[src/rtl/result_stream_tx_pkg.sv]
`default_nettype none
// +--------------------------------------------------------------------------+
// | Package   : result_stream_tx_pkg                                         |
// | Purpose   : Shared types and constants for the NPU result stream         |
// |             transmitter (tx FSM states, SRAM bank index, FIFO depth).    |
// | Revision  : 1.0 - initial release                                        |
// +--------------------------------------------------------------------------+
package result_stream_tx_pkg;

   // Transmit FSM states
   typedef enum logic [1:0] {
      TX_IDLE   = 2'd0,
      TX_STREAM = 2'd1,
      TX_DRAIN  = 2'd2,
      TX_FINISH = 2'd3
   } tx_state_e;

   // Result data lives in the ELEM0 bank; the sram_controller instance ties
   // its sram_out_idx to this value.
   localparam int ELEM0_SRAM_IDX = 0;

   // Prefetch depth: reads outstanding (queued + in flight) never exceed this
   localparam int FIFO_DEPTH = 2;

endpackage
`default_nettype wire

[src/rtl/result_stream_tx_skid_fifo.sv]
`default_nettype none
// +--------------------------------------------------------------------------+
// | Module    : result_stream_tx_skid_fifo                                   |
// | Purpose   : 2-entry synchronous stream skid FIFO. The head entry is held |
// |             in a register and presented directly on data_o, so the       |
// |             stream output is registered. Push and pop in the same cycle  |
// |             are allowed whenever the FIFO is not empty.                  |
// | Revision  : 1.0 - initial release                                        |
// +--------------------------------------------------------------------------+
module result_stream_tx_skid_fifo #(
   parameter int WIDTH = 17
) (
   input  logic             clk,
   input  logic             rst,
   input  logic             push_i,
   input  logic [WIDTH-1:0] data_i,
   input  logic             pop_i,
   output logic [WIDTH-1:0] data_o,
   output logic             full_o,
   output logic             empty_o,
   output logic [1:0]       count_o
);

   logic [WIDTH-1:0] mem_q [2];
   logic             wr_ptr_q;
   logic             rd_ptr_q;
   logic [1:0]       count_q;
   logic             do_push;
   logic             do_pop;

   assign empty_o = (count_q == 2'd0);
   assign full_o  = (count_q == 2'd2);
   assign count_o = count_q;
   assign data_o  = mem_q[rd_ptr_q];

   // A pop frees the head slot at the same edge, so a push into a full FIFO
   // is accepted only together with a pop.
   assign do_pop  = pop_i & ~empty_o;
   assign do_push = push_i & (~full_o | do_pop);

   // Storage, pointers and occupancy; storage is cleared so the output data
   // reads zero after reset.
   always_ff @(posedge clk) begin
      if (rst) begin
         mem_q[0] <= '0;
         mem_q[1] <= '0;
         wr_ptr_q <= 1'b0;
         rd_ptr_q <= 1'b0;
         count_q  <= 2'd0;
      end else begin
         if (do_push) begin
            mem_q[wr_ptr_q] <= data_i;
            wr_ptr_q        <= ~wr_ptr_q;
         end
         if (do_pop) begin
            rd_ptr_q <= ~rd_ptr_q;
         end
         case ({do_push, do_pop})
            2'b10:   count_q <= count_q + 2'd1;
            2'b01:   count_q <= count_q - 2'd1;
            default: count_q <= count_q;
         endcase
      end
   end

endmodule
`default_nettype wire

[src/rtl/result_stream_tx.sv]
`default_nettype none
// +--------------------------------------------------------------------------+
// | Module    : result_stream_tx                                             |
// | Purpose   : AXI4-Stream transmitter for NPU results. On start, reads     |
// |             out_size words from the result SRAM and emits one beat per   |
// |             word, with a 2-entry prefetch FIFO absorbing backpressure    |
// |             while sustaining one beat per cycle.                         |
// | Revision  : 1.0 - initial release                                        |
// +--------------------------------------------------------------------------+
module result_stream_tx
   import result_stream_tx_pkg::*;
#(
   parameter int ADDR_WIDTH         = 13,
   parameter int DATA_WIDTH         = 8,
   parameter int NUM_CHANNELS_WIDTH = 7
) (
   input  logic                              clk,
   input  logic                              rst,
   input  logic                              start,
   input  logic [ADDR_WIDTH-1:0]             out_size,
   input  logic [NUM_CHANNELS_WIDTH-1:0]     num_channels,
   output logic                              busy,
   output logic                              done,
   output logic                              sram_out_en,
   output logic [ADDR_WIDTH-1:0]             sram_out_addr,
   input  logic [2*DATA_WIDTH-1:0]           sram_out_data,
   output logic signed [2*DATA_WIDTH-1:0]    m_axis_tdata,
   output logic [2*DATA_WIDTH/8-1:0]         m_axis_tstrb,
   output logic                              m_axis_tvalid,
   input  logic                              m_axis_tready,
   output logic                              m_axis_tlast,
   output logic [NUM_CHANNELS_WIDTH-1:0]     m_axis_tuser
);

   localparam int BEAT_W = 2 * DATA_WIDTH;
   localparam int STRB_W = BEAT_W / 8;
   localparam logic [ADDR_WIDTH-1:0] ADDR_ONE = ADDR_WIDTH'(1);

   tx_state_e                     state_q;
   logic [ADDR_WIDTH-1:0]         size_q;
   logic [ADDR_WIDTH-1:0]         rd_addr_q;
   logic [ADDR_WIDTH-1:0]         beat_cnt_q;
   logic [NUM_CHANNELS_WIDTH-1:0] chan_q;
   logic                          inflight_q;
   logic                          inflight_last_q;

   logic                          issue;
   logic                          pop;
   logic                          push;
   logic                          last_rd;
   logic                          last_beat;
   logic [2:0]                    credit_used;
   logic                          fifo_full;
   logic                          fifo_empty;
   logic [1:0]                    fifo_count;
   logic [BEAT_W:0]               fifo_head;

   // ---------------- read-credit logic ----------------
   // A beat leaves the FIFO whenever the head is valid and the sink is ready.
   assign pop         = ~fifo_empty & m_axis_tready;
   // Read data returns one cycle after the strobe; that is the in-flight slot.
   assign push        = inflight_q & (~fifo_full | pop);
   assign last_rd     = (rd_addr_q == size_q - ADDR_ONE);
   assign last_beat   = (beat_cnt_q == size_q - ADDR_ONE);
   // Counting this cycle's pop as already freed is what allows 1 beat/cycle.
   assign credit_used = {1'b0, fifo_count} + {2'b00, inflight_q} - {2'b00, pop};
   assign issue       = (state_q == TX_STREAM) && (credit_used < 3'(FIFO_DEPTH));

   assign sram_out_en   = issue;
   assign sram_out_addr = rd_addr_q;

   // ---------------- status and stream outputs ----------------
   assign busy          = (state_q != TX_IDLE);
   assign done          = (state_q == TX_FINISH);
   assign m_axis_tvalid = ~fifo_empty;
   assign m_axis_tdata  = fifo_head[BEAT_W-1:0];
   assign m_axis_tlast  = fifo_head[BEAT_W] & ~fifo_empty;
   assign m_axis_tstrb  = {STRB_W{~fifo_empty}};
   assign m_axis_tuser  = chan_q;

   // FSM, latched transfer parameters, read address and beat counters
   always_ff @(posedge clk) begin
      if (rst) begin
         state_q         <= TX_IDLE;
         size_q          <= '0;
         chan_q          <= '0;
         rd_addr_q       <= '0;
         beat_cnt_q      <= '0;
         inflight_q      <= 1'b0;
         inflight_last_q <= 1'b0;
      end else begin
         inflight_q      <= issue;
         inflight_last_q <= issue & last_rd;
         if (issue) begin
            rd_addr_q <= rd_addr_q + ADDR_ONE;
         end
         if (pop) begin
            beat_cnt_q <= beat_cnt_q + ADDR_ONE;
         end
         case (state_q)
            TX_IDLE: begin
               if (start) begin
                  size_q     <= out_size;
                  chan_q     <= num_channels;
                  rd_addr_q  <= '0;
                  beat_cnt_q <= '0;
                  state_q    <= (out_size == '0) ? TX_FINISH : TX_STREAM;
               end
            end
            TX_STREAM: begin
               if (issue && last_rd) begin
                  state_q <= TX_DRAIN;
               end
            end
            TX_DRAIN: begin
               if (pop && last_beat) begin
                  state_q <= TX_FINISH;
               end
            end
            TX_FINISH: begin
               state_q <= TX_IDLE;
            end
            default: begin
               state_q <= TX_IDLE;
            end
         endcase
      end
   end

   // Prefetch FIFO carrying {last, data}
   result_stream_tx_skid_fifo #(
      .WIDTH (BEAT_W + 1)
   ) u_fifo (
      .clk     (clk),
      .rst     (rst),
      .push_i  (push),
      .data_i  ({inflight_last_q, sram_out_data}),
      .pop_i   (pop),
      .data_o  (fifo_head),
      .full_o  (fifo_full),
      .empty_o (fifo_empty),
      .count_o (fifo_count)
   );

endmodule
`default_nettype wire

[config.mk]
export PLATFORM = sky130hd
export DESIGN_NAME = result_stream_tx
export DESIGN_NICKNAME = d
export VERILOG_FILES = /design/src/rtl/result_stream_tx_pkg.sv /design/src/rtl/result_stream_tx_skid_fifo.sv /design/src/rtl/result_stream_tx.sv
export SDC_FILE = /design/constraint.sdc
export NUM_CORES = 1
export LEC_CHECK = 0
export ABC_CLOCK_PERIOD_IN_PS = 8150
export CORE_ASPECT_RATIO = 0.7
export CORE_UTILIZATION = 57
export CTS_CLUSTER_SIZE = 14
export DETAILED_ROUTE_END_ITERATION = 6
export PLACE_DENSITY = 0.82
export SKIP_LAST_GASP = 1
export SYNTH_ARGS = -nofsm -noshare
export SYNTH_HDL_FRONTEND = slang
export SYNTH_SLANG_ARGS = --single-unit
[constraint.sdc]
create_clock -name clk -period 8.15 [get_ports clk]
set_input_delay 1.63 -clock clk [delete_from_list [all_inputs] [get_ports clk]]
set_output_delay 1.63 -clock clk [all_outputs]
set_load 0.02 [all_outputs]
==> results of run 1 <==
state kept, by name, summed over array words and instances (netlist names), named ones only:
register / cells
beat_cnt_q: 13
inflight_last_q: 1
inflight_q: 1
m_axis_tuser: 7
size_q: 13
sram_out_addr: 13
state_q: 2
u_fifo.count_o: 2
u_fifo.mem_q: 34
u_fifo.rd_ptr_q: 1
u_fifo.wr_ptr_q: 1
area by class of cell:
cell class                 instances  area share (%)
clock buffer                      11            4.34
clock inverter                     5           0.495
inverter                          18            1.16
multi-input combinational        360            41.0
sequential                        89            36.5
tap                              101            2.17
timing repair buffer              84            14.4
logic make-up after synthesis:
kind of cell             after synthesis  synth area share [%]
buffers and inverters                 51                  4.61
adder cells (fa/ha/maj)               11                  3.07
XOR/XNOR                              51                  9.78
AO/OA/AOI/OAI                         73                  10.7
AND/OR/NAND/NOR                      206                  22.4
flip-flops                            89                  45.0
multiplexers                          19                  4.45
how the worst max path moves through the flow:
stage	start	end	slack, ns	cells past startpoint
after floorplan	m_axis_tready	sram_out_en	3.01	8
after global placement	m_axis_tready	sram_out_en	2.06	8
after detailed placement	m_axis_tready	sram_out_en	1.92	8
after CTS	m_axis_tready	sram_out_en	1.90	8
after global routing	m_axis_tready	sram_out_en	1.77	8
final	m_axis_tready	sram_out_en	1.88	8
stage by stage:
stage	power, mW	instances	setup WS [ns]	hold WS [ns]
final	1.57	668	1.88	0.454
after detailed placement	1.17	652	1.92	0.448
after global routing	1.64	668	1.77	0.473
after CTS	1.56	668	1.90	0.456
after floorplan	0.982	500	3.01	0.473
after global placement	1.15	652	2.06	0.441
tightest hold or removal path, cell delays in order, from the launching register on:
cell,delay (ns)
dfxtp_1,0.31
nand2_1,0.05
a21oi_1,0.05
cell usage in the layout, fill, tap and decap left out, drive strengths merged, types with 4 or more instances in the layout:
master and instances:
clkdlybuf4s50 82, dfxtp 55, nand2 52, nor2 43, and2 40, edfxtp 34, xnor2 27, a21oi 25
xor2 23, inv 19, mux2 16, nand3 13, clkbuf 11, ha 10, nand4 9, nor3 8
nor2b 7, nor4 7, o21ai 7, o31ai 5, o211ai 5, and3 5, or3 4
routing by layer:
metal,track usage [%],up-vias,routed length (µm)
met5,0,-,0
met4,10.3,0,277
met3,10.1,28,1060
met2,43.4,185,5060
met1,36.0,1852,5340
li1,-,1860,-
power groups by stage:
stage / Combinational [mW] / Clock, mW / Sequential [mW]
after CTS: 0.595 / 0.395 / 0.573
after global routing: 0.647 / 0.415 / 0.582
final: 0.601 / 0.391 / 0.576
after detailed placement: 0.589 / 0 / 0.583
after global placement: 0.566 / 0 / 0.579
after floorplan: 0.420 / 0 / 0.562
==> results by group, run 1 <==
Worst setup path
  – Worst-path maximum fanout: 10
  – CP delay by family, top: buffers and inverters
  – CP required: between 6 and 7 ns
  – R2r startpoint: u_fifo.count_o[1]
  – Slowest stage delay, CP: roughly 0.70 ns
  – Register-to-register setup slack: 4.72 ns
  – Worst setup SP type: input pin
  – Worst Reg-to-Reg Cells: 11
  – Crit path arrival time: 4.64 ns
  – Crit end category: output pin
  – Slowest-stage cell, CP: clkdlybuf4s50_1
  – Critical path buffers and inverters: 2
  – Crit Path Category: input pin to output pin
  – Worst r2r dst: state_q[1]
  – CP Cell Sequence: clkdlybuf4s50_1 -> o21a_1 -> ha_1 -> nor2b_1 -> fa_1 -> nor2b_1 -> and2_1 -> clkdlybuf4s50_1

Route
  – Wirelength per Cell: 17.6 µm
  – Via count: 3925
  – DRC: 0
  – DRT Pass-1 Iters: 5
  – Vias per cell: ~5.9
  – Routed Wire Length: 11700 µm
  – DRT antenna net count: 0
  – Initial DRC count: roughly 290

STA
  – Slew HR: approximately 16%
  – Slew @ Worst Pin: roughly 1.3 ns
  – Fin. Hold Viols: 0
  – TNS Setup: 0 ns
  – Max Fclk: 0.160 GHz
  – Final slew viol count: 0
  – Final Setup Violations: 0
  – Layout Skew: 0.00605 ns
  – RSZ-0062 raised after global routing: no
  – Final worst-path cycle share: 76.9%
  – Crit path time final: 6.27 ns

Finish
  – Fin util: 73.3%
  – Area taken by flip-flops and latches: 2120 µm²
  – Layout cells sized above 1: just under 8%
  – Synth-to-layout area growth: 23.3%
  – Post-route cell area: 5820 µm²
  – Fill cells: 582
  – Final net count: 613
  – ANT cells: 0
  – Multi-input gate area: 2390 µm²

Logic synthesis
  – Flops & latches, synth: 89
  – Synthesized instance count: 500
  – Post-synth EDFFs: 34
  – Area contributors post-synth: dfxtp_1 (23%), edfxtp_1 (22%), and2_1 (5.3%), xnor2_1 (5.0%), xor2_1 (4.3%)
  – Seq/Total Area, Yosys: 45.0%
  – Syn nets: 551
  – Synth Cell Area: 4720 µm²
  – Synth async-reset ratio: 0%
  – Count leader, synth: dfxtp_1
  – Distinct cells, synth: 61
  – Yosys top cell area share: 23.3%
  – Ys flop type: dfxtp_1
  – Synth area leader: dfxtp_1
  – Top post-synthesis cells by count: dfxtp_1 (55), nand2_1 (52), nor2_1 (43)
  – Avg Cell Area, Syn: 9.44 µm²
  – Yosys warning count: 0

Floorplanning
  – Boundary Pins: 83
  – Starting Density: approximately three fifths
  – Die Wd: approximately 110 µm
  – FP Rows: 27
  – Core Region: 7940 µm²
  – Die ar.: between 8000 and 9000 µm²
  – Die height: 78.1 µm

Run
  – Number of max-cap violations: 0

Hold path
  – Worst hold stages: 2
  – Worst Hold End: m_axis_tuser[5]
  – Path category of the worst min-delay check: flop to flop
  – Worst Hold Launch: m_axis_tuser[5]

Placement
  – DP HPWL: approximately 8300 µm
  – Final GP Congestion: 0.876
  – Placed Instance Area: approximately 5500 µm²
  – Port Buf Inserts: just over 80

Global route
  – First-pass GRT wire length: 18700 µm
  – Tot GR Track Use: 28.0%
  – Vias in the first global route: 3809
  – Antenna violations before repair: 0
  – Total grt overflow: 0
  – Largest net degree at the start of global routing: 30

Clock network
  – # hold bufs at CTS: 0
  – Inserted Clock Buffers: 9
  – Post-CTS sizing: 0
  – CTS Buffer Depth: 2
  – Post-CTS Setup Bufs: 0
  – CTS tree: built
  – H-tree levels: 3
  – Clock Pin Slew Worst Setup and Hold Paths: 0.06 ns
  – Clk root buf: clkbuf_16
  – Clock Latency Late Sink: roughly 0.34 ns
  – Sinks on Clock Net: 89

Power
  – PD cells: 269 nW/µm²
  – Clock power frac: between 20% and 30%
  – Net Sw Frac: 35.8%
  – Combinational Power Share: 38.3%
  – Sw Pwr: 0.561 mW
  – P_int: 1.01 mW
  – Flop pwr share: 36.7%
  – Worst IR Drop VDD: between 0.15 and 0.2 mV
  – Leak: 2.12 nW

Run status
  – Outcome: finished clean
Note: power is estimated with default switching activity, not from simulation.
==> inputs of run 2 (changes only) <==
--- a/config.mk
+++ b/config.mk
@@ -5,12 +5,12 @@
 export SDC_FILE = /design/constraint.sdc
 export NUM_CORES = 1
 export LEC_CHECK = 0
-export ABC_CLOCK_PERIOD_IN_PS = 8150
+export ABC_CLOCK_PERIOD_IN_PS = 5040
 export CORE_ASPECT_RATIO = 0.7
-export CORE_UTILIZATION = 57
+export CORE_UTILIZATION = 48
 export CTS_CLUSTER_SIZE = 14
 export DETAILED_ROUTE_END_ITERATION = 6
-export PLACE_DENSITY = 0.82
+export PLACE_DENSITY = 0.74
 export SKIP_LAST_GASP = 1
 export SYNTH_ARGS = -nofsm -noshare
 export SYNTH_HDL_FRONTEND = slang
==> constraint.sdc (replaced) <==
create_clock -name clk -period 5.04 [get_ports clk]
set_input_delay 1.008 -clock clk [delete_from_list [all_inputs] [get_ports clk]]
set_output_delay 1.008 -clock clk [all_outputs]
set_load 0.02 [all_outputs]
==> results by group, run 2 (synthesized netlist as in run 1, its figures left out) <==
STA
  – Hold WS: 0.462 ns (was 0.454 ns)
  – Slew HR: 24.4% (was 15.5%)
  – PnR worst setup slack: 0.608 ns (was 1.88 ns)
  – Final slew viol count: 0 (unchanged)
  – TNS Setup: 0 ns (unchanged)
  – Slew @ Worst Pin: 1.12 ns (was 1.26 ns)
  – Crit path time final: 4.43 ns
  – Fin. Hold Viols: 0 (unchanged)
  – Layout Skew: 0.00510 ns (was 0.00605 ns)
  – Max Fclk: 0.226 GHz
  – Final Setup Violations: 0 (unchanged)
  – RSZ-0062 raised after global routing: no (unchanged)
  – Final worst-path cycle share: 87.9%

Floorplanning
  – Boundary Pins: 83 (unchanged)
  – Core Region: 9290 µm² (was 7940 µm²)
  – Die ar.: 10200 µm² (was 8660 µm²)
  – Starting Density: 50.8% (was 59.5%)
  – Die Wd: 121 µm (was 111 µm)
  – Die height: 85.0 µm (was 78.1 µm)
  – FP Rows: 29 (was 27)

Power
  – Clock power frac: 24.0% (was 25.0%)
  – P_int: 1.61 mW (was 1.01 mW)
  – Combinational Power Share: 38.9% (was 38.3%)
  – Net Sw Frac: 35.5% (was 35.8%)
  – Total power: 2.50 mW (was 1.57 mW)
  – Leak: 2.12 nW (about the same)
  – Sw Pwr: 0.888 mW (was 0.561 mW)
  – Flop pwr share: 37.1% (was 36.7%)
  – Worst IR Drop VDD: 0.243 mV (was 0.184 mV)
  – PD cells: 426 nW/µm² (was 269 nW/µm²)

Worst setup path
  – Crit Path Category: input pin to output pin (unchanged)
  – Crit path arrival time: 3.42 ns (was 4.64 ns)
  – Slowest stage delay, CP: 0.62 ns (was 0.70 ns)
  – Register-to-register setup slack: 2.05 ns (was 4.72 ns)
  – Crit end category: output pin (unchanged)
  – Slowest-stage cell, CP: clkdlybuf4s50_1 (unchanged)
  – CP Cell Sequence: clkdlybuf4s50_1 -> o21a_1 -> ha_1 -> nor2b_1 -> fa_1 -> nor2b_1 -> and2_1 -> clkdlybuf4s50_1 (unchanged)
  – Worst setup SP type: input pin (unchanged)
  – Worst-path maximum fanout: 2 (was 10)
  – CP required: 4.03 ns (was 6.52 ns)

Route
  – Via count: 3807 (was 3925)
  – DRT Pass-1 Iters: 5 (unchanged)
  – Initial DRC count: 239 (was 287)
  – Wirelength per Cell: 16.1 µm (was 17.6 µm)
  – DRC: 0 (unchanged)
  – DRT antenna net count: 0 (unchanged)
  – Vias per cell: 5.47 (was 5.88)
  – Routed Wire Length: 11200 µm (was 11700 µm)

Placement
  – Final GP Congestion: 0.892 (was 0.876)
  – Placed Cells: 680 (was 652)
  – Placed Instance Area: 5600 µm² (was 5540 µm²)
  – DP HPWL: 8040 µm (was 8310 µm)
  – Port Buf Inserts: 82 (unchanged)
  – Dpl ws: 0.620 ns (was 1.92 ns)

Run status
  – Outcome: finished clean (unchanged)

Clock network
  – Clock Pin Slew Worst Setup and Hold Paths: 0.06 ns (about the same)
  – CTS tree: built (unchanged)
  – CTS Buffer Depth: 2 (unchanged)
  – Sinks on Clock Net: 89 (unchanged)
  – Clk root buf: clkbuf_16 (unchanged)
  – Post-CTS Setup Bufs: 0 (unchanged)
  – Clock Latency Late Sink: 0.34 ns (about the same)
  – Inserted Clock Buffers: 9 (unchanged)
  – Post-CTS sizing: 0 (unchanged)
  – # hold bufs at CTS: 0 (unchanged)
  – H-tree levels: 3 (unchanged)

Finish
  – Fill cells: 809 (was 582)
  – Most frequent cells in the layout: clkdlybuf4s50_1 (82), dfxtp_1 (55), nand2_1 (52), nor2_1 (43), and2_1 (40) (unchanged)
  – Commonest non-fill, non-tap cell in the layout: clkdlybuf4s50_1 (unchanged)
  – Number of flip-flops in the largest register: 34 (unchanged)
  – Layout cells sized above 1: 7.87% (was 7.76%)
  – Post-route cell area: 5860 µm² (was 5820 µm²)
  – Synth-to-layout area growth: 24.2% (was 23.3%)
  – Final net count: 618 (was 613)
  – ANT cells: 0 (unchanged)
  – Fin util: 63.1% (was 73.3%)
  – Post-Layout Cell Count: 696 (was 668)
  – Largest Register: u_fifo.mem_q (unchanged)

Hold path
  – Path category of the worst min-delay check: flop to flop (unchanged)

Run
  – Number of max-cap violations: 0 (unchanged)

Global route
  – Total grt overflow: 0 (unchanged)
  – Tot GR Track Use: 22.8% (was 28.0%)
  – First-pass GRT wire length: 17900 µm (was 18700 µm)
  – Vias in the first global route: 3543 (was 3809)
  – Antenna violations before repair: 0 (unchanged)
  – Largest net degree at the start of global routing: 27 (was 30)
[run 2: cell types whose count changed in the layout (fill, tap and decap cells not counted), sizes merged]
cell | previous run | this run
buf | 2 | 7
clkbuf | 11 | 10
clkinvlp | 1 | 3
inv | 19 | 18
[run 2: path summary, 6_finish.rpt]
kind / from / end / cells after the start
hold / removal: m_axis_tuser[4] / m_axis_tuser[4] / 2
hold reg to reg: m_axis_tuser[4] / m_axis_tuser[4] / 2
setup / recovery: m_axis_tready / sram_out_en / 8
setup reg to reg: size_q[0] / state_q[1] / 9
[run 2: metal layers]
layer / wire, µm / vias to the layer above / part of all wire (%) / track usage (%)
li1: - / 1871 / - / -
met1: 5400 / 1805 / 48 / 32.9
met2: 4840 / 125 / 43 / 33.9
met3: 900 / 6 / 8.0 / 6.65
met4: 49 / 0 / 0.44 / 5.16
met5: 0 / - / 0 / 0
[run 2: critical path, delay by kind of cell]
kind,cells,cell delay (ns)
AOI/OAI and AO/OA,1,0.16
and+or+nand+nor,3,0.46
buffers and inverters,2,1.12
adders and majority gates,2,0.66
[run 2: power groups by stage]
stage	Sequential [mW]	Clock, mW	Combinational, mW
6_report	0.928	0.599	0.973
5_1_grt	0.942	0.637	1.06
4_1_cts	0.927	0.606	0.970
3_5_place_dp	0.942	0	0.965
3_3_place_gp	0.937	0	0.947
2_1_floorplan	0.908	0	0.679
[run 2: cell type report]
class | instances | area, µm² | area share (%)
Clock buffer | 10 | 229 | 3.91
Clock inverter | 6 | 35.0 | 0.598
Inverter | 18 | 67.6 | 1.15
Multi-Input combinational cell | 360 | 2380 | 40.6
Sequential cell | 89 | 2120 | 36.2
Tap cell | 124 | 155 | 2.65
Timing Repair Buffer | 89 | 873 | 14.9
